$ cat src/rtl/range_match_pkg.sv
// Shared types for the range match sequencer: FSM state, table entry layout and
// entry kind codes. The wildcard entry kind is only honoured when the design is
// built with RANGE_MATCH_WILDCARD_EN defined.
package range_match_pkg;

    // Bound/pattern width held in each table entry; the top's DATA_W must equal this.
    localparam int ENTRY_DATA_W = 32;

    localparam logic KIND_RANGE = 1'b0;
    localparam logic KIND_WILD  = 1'b1;

    typedef enum logic [1:0] {
        IDLE,
        SCAN,
        RESP
    } state_t;

    typedef struct packed {
        logic                    en;
        logic                    kind;
        logic [ENTRY_DATA_W-1:0] lo;
        logic [ENTRY_DATA_W-1:0] hi;
        logic [ENTRY_DATA_W-1:0] mask;
    } entry_t;

endpackage

$ cat src/rtl/range_match_cmp.sv
// Single-entry comparator: decides whether one table entry contains a value.
// This is the one comparator the sequencer time-shares across all entries.
// With RANGE_MATCH_WILDCARD_EN defined, kind=1 entries match on masked equality;
// otherwise every entry is an inclusive unsigned range.
module range_match_cmp
    import range_match_pkg::*;
#(
    parameter int DATA_W = ENTRY_DATA_W
) (
    input  entry_t             entry,
    input  logic [DATA_W-1:0]  value,
    output logic               match
);

`ifndef RANGE_MATCH_WILDCARD_EN
    // Kind and mask carry no meaning in a range-only build.
    logic unused_fields;
    assign unused_fields = ^{entry.kind, entry.mask};
`endif

    // Match decision for the entry currently presented by the sequencer.
    always_comb begin
        match = 1'b0;
        if (entry.en) begin
`ifdef RANGE_MATCH_WILDCARD_EN
            if (entry.kind == KIND_WILD) begin
                match = ((value ^ entry.lo) & ~entry.mask) == '0;
            end else begin
                match = (value >= entry.lo) && (value <= entry.hi);
            end
`else
            // lo > hi can never satisfy both bounds, so it never matches.
            match = (value >= entry.lo) && (value <= entry.hi);
`endif
        end
    end

endmodule

$ cat src/rtl/range_match_sequencer.sv
// Priority set-membership classifier. A query is latched, then the table is
// scanned one entry per cycle through a single comparator; the first (lowest
// index) enabled entry containing the value is reported, or a miss after the
// last entry. Table writes are accepted in any state.
// Optional feature: define RANGE_MATCH_WILDCARD_EN to enable wildcard entries.
module range_match_sequencer
    import range_match_pkg::*;
#(
    parameter  int DATA_W  = 32,
    parameter  int ENTRIES = 8,
    localparam int IDX_W   = $clog2(ENTRIES)
) (
    input  logic              clk,
    input  logic              rst,
    input  logic              cfg_we,
    input  logic [IDX_W-1:0]  cfg_idx,
    input  logic              cfg_en,
    input  logic              cfg_kind,
    input  logic [DATA_W-1:0] cfg_lo,
    input  logic [DATA_W-1:0] cfg_hi,
    input  logic [DATA_W-1:0] cfg_mask,
    input  logic              q_valid,
    output logic              q_ready,
    input  logic [DATA_W-1:0] q_data,
    output logic              r_valid,
    input  logic              r_ready,
    output logic              r_hit,
    output logic [IDX_W-1:0]  r_idx,
    output logic              busy
);

    localparam logic [IDX_W-1:0] LAST_IDX = IDX_W'(ENTRIES - 1);

    entry_t            table_q [ENTRIES];
    state_t            state_q;
    state_t            state_d;
    logic [IDX_W-1:0]  idx_q;
    logic [DATA_W-1:0] value_q;
    logic              hit_q;
    logic [IDX_W-1:0]  hit_idx_q;
    logic              match;
    logic              accept;
    logic              scan_end;
    logic              last_entry;

`ifndef RANGE_MATCH_WILDCARD_EN
    // Wildcard configuration is not stored in a range-only build.
    logic unused_cfg;
    assign unused_cfg = ^{cfg_kind, cfg_mask};
`endif

    // Table storage: cleared on reset, one entry written per cfg_we cycle.
    // NOTE: this table is reset explicitly because reset must disable every
    // entry; storage without such a requirement is better left unreset.
    // NOTE: sequential state uses non-blocking assignments so every register
    // samples pre-edge values and the scan compares the old entry contents.
    always_ff @(posedge clk) begin
        if (rst) begin
            for (int i = 0; i < ENTRIES; i++) begin
                table_q[i] <= '0;
            end
        end else if (cfg_we && (int'(cfg_idx) < ENTRIES)) begin
            table_q[cfg_idx].en <= cfg_en;
            table_q[cfg_idx].lo <= cfg_lo;
            table_q[cfg_idx].hi <= cfg_hi;
`ifdef RANGE_MATCH_WILDCARD_EN
            table_q[cfg_idx].kind <= cfg_kind;
            table_q[cfg_idx].mask <= cfg_mask;
`endif
        end
    end

    range_match_cmp #(
        .DATA_W (DATA_W)
    ) u_cmp (
        .entry (table_q[idx_q]),
        .value (value_q),
        .match (match)
    );

    // Next-state and handshake decode for the IDLE/SCAN/RESP sequence.
    // NOTE: every output of this block gets a default first so no path
    // leaves a signal unassigned and no latch is inferred.
    always_comb begin
        state_d    = state_q;
        q_ready    = 1'b0;
        r_valid    = 1'b0;
        busy       = 1'b1;
        last_entry = (idx_q == LAST_IDX);
        accept     = 1'b0;
        scan_end   = 1'b0;
        unique case (state_q)
            IDLE: begin
                q_ready = 1'b1;
                busy    = 1'b0;
                accept  = q_valid;
                if (q_valid) state_d = SCAN;
            end
            SCAN: begin
                scan_end = match || last_entry;
                if (scan_end) state_d = RESP;
            end
            RESP: begin
                r_valid = 1'b1;
                if (r_ready) state_d = IDLE;
            end
            default: state_d = IDLE;
        endcase
    end

    // State register plus latched query, scan pointer and held response.
    always_ff @(posedge clk) begin
        if (rst) begin
            state_q   <= IDLE;
            idx_q     <= '0;
            value_q   <= '0;
            hit_q     <= 1'b0;
            hit_idx_q <= '0;
        end else begin
            state_q <= state_d;
            if (accept) begin
                value_q <= q_data;
                idx_q   <= '0;
            end else if (state_q == SCAN && !scan_end) begin
                idx_q <= idx_q + 1'b1;
            end
            if (scan_end) begin
                hit_q     <= match;
                hit_idx_q <= match ? idx_q : '0;
            end
        end
    end

    assign r_hit = hit_q;
    assign r_idx = hit_idx_q;

endmodule

$ cat config.mk
export PLATFORM = sky130hd
export DESIGN_NAME = range_match_sequencer
export DESIGN_NICKNAME = d
export VERILOG_FILES = /design/src/rtl/range_match_pkg.sv /design/src/rtl/range_match_cmp.sv /design/src/rtl/range_match_sequencer.sv
export SDC_FILE = /design/constraint.sdc
export NUM_CORES = 1
export LEC_CHECK = 0
export ABC_CLOCK_PERIOD_IN_PS = 7650
export CORE_MARGIN = 10
export CORE_UTILIZATION = 55
export CTS_CLUSTER_SIZE = 12
export DETAILED_ROUTE_END_ITERATION = 6
export GPL_ROUTABILITY_DRIVEN = 1
export PLACE_DENSITY = 0.74
export SYNTH_ARGS = -nofsm -noshare
export SYNTH_HDL_FRONTEND = slang
export SYNTH_SLANG_ARGS = --single-unit
export TNS_END_PERCENT = 5
$ cat constraint.sdc
create_clock -name clk -period 7.65 [get_ports clk]
set_input_delay 0.765 -clock clk [delete_from_list [all_inputs] [get_ports clk]]
set_output_delay 0.765 -clock clk [all_outputs]
set_load 0.005 [all_outputs]
# Yosys cells after proc, flatten, opt, wreduce, memory -nomap -nowiden
# Memory sizes are Yosys's and may differ from the RTL's. A register that Yosys moved wholly into a read port is not among the register bits.
# Index checks and enable logic that the tools add are counted.
# op_classes
addsub,1
mul,0
div_mod_pow,0
n_lt_le_gt_ge,2
n_eq_ne,6
n_shift,0
muxes,21
n_bitwise,0
n_reduce_logical,8
# op_table
cell,count
65-bit 2-to-1 mux,1
65-bit OR reduction,1
32-bit greater-or-equal comparator,1
32-bit less-or-equal comparator,1
1-bit 2-to-1 mux,12
3-bit 2-to-1 mux,4
2-bit 2-to-1 mux,3
"2-bit != test, second input constant",3
2-bit one-hot mux with 3 select lines,1
"3-bit by 1-bit adder with 3-bit output, second input constant",1
"3-bit equality test, second input constant",1
3-bit AND reduction,1
"2-bit by 1-bit equality test with 1-bit output, second input constant",1
"2-bit equality test, second input constant",1
1-bit logical AND,2
2-bit zero test,1
2-bit OR reduction,1
1-bit zero test,1
1-bit logical OR,1
# word_totals
register_bits,41
latchBits,0
mem_bits_rw,520
mem_bits_ro,0
in_bits,138
out_inout_bits,7
wordCells,44
n_memories,1
# memory_table
name,depth,word_bits,read_ports,rd_clocked_by_memory_dff,write_ports,line_no,text
table_q,8,65,1,1,8,range_match_sequencer.sv:34,entry_t table_q [ENTRIES];

# Depth between registers and ports, before layout
# Gate-level depths: netlist of run 1.
# depth
word_depth,9
ltp_mapped,13
ltp_nobuf,10

# Cells and area by module
# Synthesis of run 1 repeated with hierarchy kept, for this count alone.
# hier_totals
hier_cells,1726
hier_area_um2,26349.0
# modules_own_cells
module,n_inst,cells_each,area_per_inst_um2,seq_area_each_um2
range_match_sequencer,1,1503,24745.0,16495.8
range_match_cmp,1,223,1604.0,0.0

# Worst setup path before layout of run 1
# Ideal clock, no wire load.
# synth_path
path_type,register to register
start,reg with a tool-made name
end,reg with a tool-made name
setup_ns,0.072
arrival_time_ns,3.796
required_time_ns,7.578
slack_ns,3.782
stages_incl_launch_ff,13
synth_period_minus_slack_ns,3.868
cell_sequence,dfxtp_1 clkbuf_1 clkbuf_1 buf_1 mux4_2 mux2i_1 ha_1 a21o_1 a21o_1 a221o_1 a211o_4 a211oi_4 mux2i_1

==> impl_results.rst, run 1 <==
.. list-table::
   :header-rows: 1

   * - Metric
     - Value
   * - Number of fill cells
     - 3427
   * - Reg area
     - 16500 µm²
   * - Sequential power share
     - 0.531
   * - Top-Level Pins
     - 145
   * - Critical setup path kind
     - reg -> reg
   * - Synthesized area per cell
     - 15.2 µm²
   * - Commonest cells after routing, fill and taps aside
     - sky130_fd_sc_hd__and2_1 (521), sky130_fd_sc_hd__edfxtp_1 (520), sky130_fd_sc_hd__mux4_2 (130)
   * - Count of H-tree levels built during CTS
     - 2
   * - Endpoint kind of the worst setup timing path
     - flop
   * - Synth top area cells
     - sky130_fd_sc_hd__edfxtp_1 (60%), sky130_fd_sc_hd__and2_1 (13%), sky130_fd_sc_hd__mux4_2 (11%)
   * - Number of instances in the placed design
     - approximately 2300
   * - Power share of the combinational group
     - 0.087
   * - Overall global routing resource usage
     - 0.221
   * - Cell at the root of the clock tree
     - sky130_fd_sc_hd__clkbuf_16
   * - CP Launch Type
     - flop
   * - Setup repair after global routing missed its margin
     - no
   * - Run status
     - finished, final reports clean
   * - Proportion of layout cells with a drive suffix above 1
     - 0.138
   * - Unique cell type count in the Yosys netlist
     - 45
   * - Worst path buffer plus inverter count
     - 1
   * - Number of global-route vias before repair
     - roughly 15000
   * - Part of the power in the clock network
     - 0.382
   * - Number of vias per cell after detailed routing
     - about 5.9
   * - Maximum number of pins on one net before global-route repair
     - 67
   * - Power density relative to cell area
     - roughly 230 nW/µm²
   * - Main flop type after synthesis
     - sky130_fd_sc_hd__edfxtp_1
   * - Clock Tree Buf Depth
     - 3
   * - Max-slew violation count
     - 0
   * - Number of standard cells in the layout, taps in and fillers out
     - 2453
   * - Overflow left after global routing
     - 0
   * - Max Fclk
     - roughly 0.21 GHz
   * - Detailed-route wire length per cell
     - 25.2 µm
   * - Antenna violation net count after detailed routing
     - 0
   * - 1st-iter DRT viols
     - 1259
   * - Most common library cell in the layout ignoring fill and taps
     - sky130_fd_sc_hd__and2_1
   * - Synthesized instance count
     - between 1500 and 2000
   * - Net Sw Frac
     - 0.224
   * - Number of setup violations in the final report
     - 0
   * - Clk sinks
     - 564
   * - Worst path max stage delay
     - 0.99 ns
   * - Number of endpoints with negative hold slack in the final report
     - 0
   * - Post-CTS Setup Inserts
     - 0
   * - Routability congestion estimate from global placement
     - 0.809
   * - Sequential fraction of the synthesis area
     - 0.635
   * - Detailed-route DRC error count
     - 0
   * - Share of the synthesized area in the top cell type
     - 0.601
   * - Leakage power
     - 0.0102 µW
   * - Number of enable-type register cells in the synthesized netlist
     - 520
   * - Die Outline Area
     - 56300 µm²
   * - Post-synth net total
     - 1910
   * - Via Count
     - about 15000
   * - Worst path top cell family by delay
     - compound AO/OA/AOI/OAI gates
   * - IR Drop Worst-Case VDD
     - 0.184 mV
   * - Flip-flop and latch count after synthesis
     - 564
   * - Internal power summed over all cells
     - 5300 µW
   * - Number of core rows
     - between 70 and 80
   * - Global-route wire length before repair
     - 94.3 mm
   * - DRT Pass-1 Iters
     - 5
   * - Initial core utilization
     - 0.557
   * - CTS tree
     - built
   * - Combined area of the multi-input logic cells
     - 9120 µm²
   * - Die height
     - about 240 µm
   * - Detailed-route wire length
     - ~62 mm
   * - CTS Hold Bufs
     - 0
   * - Clock latency of the later-clocked register in the worst-skew pair
     - 0.61 ns
   * - Die span in x
     - 237 µm
   * - Synth area leader
     - sky130_fd_sc_hd__edfxtp_1
   * - Maximum net fanout on the critical path
     - 44
   * - Path type of the worst min-delay path
     - reg -> reg
   * - Growth of design area from synthesis to finish
     - 13.4%
   * - Post-CTS resize count
     - 0
   * - Setup clock skew after layout
     - 0.0122 ns
   * - Final period utilization
     - 0.620
   * - Required time reported for the critical path endpoint
     - 8.15 ns
   * - Number of warning messages in the yosys log
     - 0
   * - NetSw
     - 1530 µW
   * - Post-synthesis instance area
     - 26000 µm²
   * - Net total in the final layout
     - 2000
   * - Synth async-reset ratio
     - 0
   * - Max-capacitance violation count
     - 0
   * - Count of buffers inserted at the top-level ports
     - ~110
   * - CTS buffer count
     - 58
   * - Critical-path top delay cell
     - sky130_fd_sc_hd__dfxtp_4
   * - Arr. time, crit path
     - 5.24 ns
   * - Reg clk slew, reported paths
     - approximately 0.06 ns
   * - Core Region
     - 46700 µm²
   * - Detailed-placement wirelength estimate
     - between 30 and 40 mm
   * - Initial antenna violation count
     - 5
   * - Slew at the pin closest to its max-slew limit
     - about 1.0 ns
   * - Worst rel slew slack
     - 0.325
   * - Fin Setup TNS
     - 0 ns
   * - Critical Path, Cell by Cell
     - buf_4 > mux4_2 > mux2i_1 > ha_1 > nand4_1 > a2111oi_0 > or4_1 > a221oi_4 > a211oi_4 > o21ba_1
   * - Final critical path time including I/O delays and setup
     - 4.74 ns
[tightest hold or removal path, cell delays in order (launching register included)]
cell and delay [ns]:
sky130_fd_sc_hd__dfxtp_1 0.31, sky130_fd_sc_hd__nand2_1 0.05, sky130_fd_sc_hd__a21oi_1 0.05
[power groups by stage]
stage               combinational [µW]  clock (µW)  sequential [µW]
CTS                                600        2640             3630
finish                             593        2610             3630
global placement                   584           0             3680
global route                       644        2770             3640
floorplan                          376           0             3650
detailed placement                 598           0             3690
[Yosys cell counts (all sizes together), types with 8 or more instances]
cell and number:
nor2 15, mux2i 69, nand4 13, edfxtp 520, mux4 130, and2 522, a21oi 53, ha 66
nand2 83, a21o 12, dfxtp 44, clkbuf 87, buf 18, or2 8
[kinds of logic (layout without fill, tap and decap cells)]
logic type                 count (synthesis)  count (layout)  share of synthesized area
muxes                                    201             201                      0.140
AOI/OAI and AO/OA                         95              95                     0.0239
adders and majority gates                 66              66                     0.0318
other                                      0               1                          0
and+or+nand+nor                          670             670                      0.152
buffers and inverters                    110             249                     0.0165
DFF                                      564             564                      0.635
[state kept, by name (all words and copies together) (netlist names), named ones only]
signal and cells:
idx_q 3, r_hit 1, r_idx 3, state_q 2, table_q 520, value_q 32
[path summary, 6_finish.rpt]
check / from / endpoint / slack [ns] / cells past startpoint
max: flop / state_q[0] / 2.91 / 10
min: value_q[0] / value_q[0] / 0.46 / 2
max reg2reg: flop / state_q[0] / 2.91 / 10
min reg2reg: value_q[0] / value_q[0] / 0.46 / 2
[per-layer routing]
metal  vias up  global-route usage  part of all wire
met5         -                   0           0.00068
met4         8              0.0594             0.020
met3       100              0.0385             0.061
met2       467               0.384              0.51
met1      7423               0.283              0.41
li1       6510                   -                 -
[metrics by stage]
stage,hold WS [ns],util,area (µm²),worst slack [ns],total power (µW)
after floorplan,0.436,-,26000,3.78,4030
after global placement,0.447,0.594,27700,2.84,4260
after detailed placement,0.452,0.594,27700,2.80,4290
after CTS,0.461,0.631,29400,2.80,6870
after global routing,0.493,0.631,29400,2.52,7060
final,0.459,0.631,29400,2.91,6830
[layout make-up]
cell class | count | area share
inverter | 5 | 0.000637
clock inverter | 18 | 0.00293
antenna | 1 | 0.0000850
tap | 607 | 0.0258
clock buffer | 91 | 0.0559
timing repair buffer | 135 | 0.0445
sequential | 564 | 0.561
multi-input combinational | 1032 | 0.310
No activity file was read; power rests on OpenSTA's default activity.
==> run 2: changes to the inputs <==
--- a/config.mk
+++ b/config.mk
@@ -5,7 +5,7 @@
 export SDC_FILE = /design/constraint.sdc
 export NUM_CORES = 1
 export LEC_CHECK = 0
-export ABC_CLOCK_PERIOD_IN_PS = 7650
+export ABC_CLOCK_PERIOD_IN_PS = 4600
 export CORE_MARGIN = 10
 export CORE_UTILIZATION = 55
 export CTS_CLUSTER_SIZE = 12
==> constraint.sdc (replaced) <==
create_clock -name clk -period 4.6 [get_ports clk]
set_input_delay 0.46 -clock clk [delete_from_list [all_inputs] [get_ports clk]]
set_output_delay 0.46 -clock clk [all_outputs]
set_load 0.005 [all_outputs]
==> run 2 against run 1 <==
Die area unchanged. Global-route usage up 0.41 points. Worst setup slack worse by 2.5 ns. Combinational power up 74%. Count of clock-buffer cells in the layout up 5. Final cell count up 0.69%. Worst hold slack worse by 0.19 ns. Wire length up 2.4%. Non-clock buffer count up 15. Largest cell class unchanged. Critical endpoint is now idx_q[0]. Clock skew up 0.0084 ns. Sequential cell count unchanged. Clock power up 74%.
==> impl_results.rst, run 2 (synthesized netlist as in run 1, its figures left out) <==
.. list-table::
   :header-rows: 1

   * - Metric
     - Value
   * - Critical Path, Cell by Cell
     - buf_4 > mux4_2 > mux2i_1 > ha_1 > a21o_1 > a21o_1 > a221o_1 > a211o_4 > a211oi_4 > mux2i_1
   * - Most common library cell in the layout ignoring fill and taps
     - sky130_fd_sc_hd__and2_1
   * - Hold path start
     - rst
   * - Net Sw Frac
     - 0.226
   * - Cell depth of the worst setup path
     - 10
   * - Setup repair after global routing missed its margin
     - no
   * - Antenna violation net count after detailed routing
     - 0
   * - Global-route wire length before repair
     - between 90 and 100 mm
   * - CTS Hold Bufs
     - 0
   * - Die height
     - 237 µm
   * - Via Count
     - between 10000 and 15000
   * - Number of core rows
     - 79
   * - Clock Tree Buf Depth
     - 3
   * - Number of vias per cell after detailed routing
     - between 5 and 6
   * - Leakage power
     - 0.0103 µW
   * - Internal power summed over all cells
     - roughly 9000 µW
   * - Number of fill cells
     - 3396
   * - Overflow left after global routing
     - 0
   * - Die span in x
     - between 200 and 250 µm
   * - Worst rel slew slack
     - 0.371
   * - DRT Pass-1 Iters
     - 5
   * - Core Region
     - 46700 µm²
   * - Worst path top cell family by delay
     - compound AO/OA/AOI/OAI gates
   * - Initial core utilization
     - 0.557
   * - Power share of the combinational group
     - 0.089
   * - Clk sinks
     - about 560
   * - Top-Level Pins
     - about 150
   * - Critical setup path kind
     - reg -> reg
   * - Post-Layout Inst Area
     - 29800 µm²
   * - Number of standard cells in the layout, taps in and fillers out
     - 2470
   * - Detailed-route wire length per cell
     - between 20 and 30 µm
   * - Number of cells traversed by the worst hold path
     - 2
   * - CTS buffer count
     - 59
   * - Number of global-route vias before repair
     - 15400
   * - Most flops, register
     - table_q
   * - Leading registers by flop count
     - table_q (520), value_q (32)
   * - Commonest cells after routing, fill and taps aside
     - sky130_fd_sc_hd__and2_1 (521), sky130_fd_sc_hd__edfxtp_1 (520), sky130_fd_sc_hd__mux4_2 (130)
   * - Run status
     - finished, final reports clean
   * - Clock latency of the later-clocked register in the worst-skew pair
     - 0.63 ns
   * - Critical-path top delay cell
     - sky130_fd_sc_hd__mux4_2
   * - NetSw
     - roughly 2600 µW
   * - Die Outline Area
     - around 56000 µm²
   * - Path type of the worst min-delay path
     - in -> reg
   * - Routability congestion estimate from global placement
     - 0.771
   * - Max Fclk
     - around 0.24 GHz
   * - Maximum net fanout on the critical path
     - 27
   * - Slack of the critical path
     - 0.417 ns
   * - Reg clk slew, reported paths
     - 0.06 ns
   * - Overall global routing resource usage
     - 0.225
   * - Final period utilization
     - 0.909
   * - Detailed-route DRC error count
     - 0
   * - Count of buffers inserted at the top-level ports
     - around 110
   * - Worst reg-to-reg setup slack
     - around 0.42 ns
   * - Worst slack, placed
     - 0.427 ns
   * - Initial antenna violation count
     - 4
   * - Setup clock skew after layout
     - approximately 0.021 ns
   * - Reg-to-Reg End
     - idx_q[0]
   * - Cell at the root of the clock tree
     - sky130_fd_sc_hd__clkbuf_16
   * - Post-CTS resize count
     - 0
   * - Maximum number of pins on one net before global-route repair
     - between 60 and 70
   * - Part of the power in the clock network
     - 0.392
   * - CP Launch Type
     - flop
   * - End point of the worst hold path
     - value_q[21]
   * - Standard cell area after detailed placement
     - approximately 28000 µm²
   * - Number of setup violations in the final report
     - 0
   * - Count of H-tree levels built during CTS
     - 2
   * - IR Drop Worst-Case VDD
     - 0.275 mV
   * - Worst path max stage delay
     - 0.58 ns
   * - Reg2reg path depth
     - 10
   * - Endpoint kind of the worst setup timing path
     - flop
   * - Growth of design area from synthesis to finish
     - 14.6%
   * - CTS tree
     - built
   * - Post-CTS Setup Inserts
     - 0
   * - Detailed-route wire length
     - 63.3 mm
   * - Required time reported for the critical path endpoint
     - 5.14 ns
   * - Number of instances in the placed design
     - 2358
   * - Arr. time, crit path
     - 4.72 ns
   * - Core occupancy in the finished layout
     - 0.638
   * - Max FFs per register
     - 520
   * - Power density relative to cell area
     - 389 nW/µm²
   * - Slew at the pin closest to its max-slew limit
     - 0.943 ns
   * - Proportion of layout cells with a drive suffix above 1
     - 0.149
   * - Sequential power share
     - 0.519
   * - Fin Setup TNS
     - 0 ns
   * - Net total in the final layout
     - approximately 2000
   * - Max-slew violation count
     - 0
   * - Worst path buffer plus inverter count
     - 1
   * - Final critical path time including I/O delays and setup
     - 4.18 ns
   * - Max-capacitance violation count
     - 0
   * - Number of endpoints with negative hold slack in the final report
     - 0
   * - 1st-iter DRT viols
     - 1521
   * - Detailed-placement wirelength estimate
     - roughly 36 mm
-- run 2: how the worst max path moves through the flow --
| stage | start | to | slack, ns |
|---|---|---|---|
| floorplan | flop | flop | 0.73 |
| global placement | flop | flop | 0.48 |
| detailed placement | flop | flop | 0.43 |
| CTS | flop | flop | 0.43 |
| global route | flop | idx_q[0] | 0.24 |
| finish | flop | idx_q[0] | 0.42 |
-- run 2: layout make-up --
type / count / area (µm²) / share of cell area
Timing Repair Buffer: 150 / 1520 / 0.0512
Antenna cell: 1 / 2.50 / 0.0000841
Clock inverter: 15 / 76.3 / 0.00256
Inverter: 5 / 18.8 / 0.000631
Multi-Input combinational cell: 1032 / 9120 / 0.306
Clock buffer: 96 / 1760 / 0.0591
Sequential cell: 564 / 16500 / 0.555
Tap cell: 607 / 759 / 0.0255
-- run 2: per-stage QoR --
| stage | hold slack, ns | total power, µW |
|---|---|---|
| floorplan | 0.436 | 6700 |
| global placement | 0.448 | 7110 |
| detailed placement | 0.457 | 7160 |
| CTS | 0.243 | 11600 |
| global route | 0.282 | 11900 |
| finish | 0.270 | 11600 |
-- run 2: worst reg2reg max path, delay by kind of cell, from the launching register on --
family / cells / cell delay (ns)
buf+inv: 1 / 0.55
mux: 3 / 1.19
fa+ha+maj: 1 / 0.32
compound gates: 5 / 1.52
flops: 1 / 0.54
-- run 2: power by group through the flow --
stage,logic [µW],clock network (µW),registers [µW]
floorplan,625,0,6080
global placement,1010,0,6100
detailed placement,1040,0,6120
CTS,1040,4580,6020
global route,1120,4790,6040
finish,1030,4540,6020
-- run 2: layer usage --
metal  GRT usage  wire length, µm  part of all wire  vias up
li1            -                -                 -     6549
met1       0.300            26000              0.41     7628
met2       0.381            31700              0.50      540
met3      0.0363             4290             0.068       96
met4      0.0588             1320             0.021        6
met5           0               46           0.00073        -
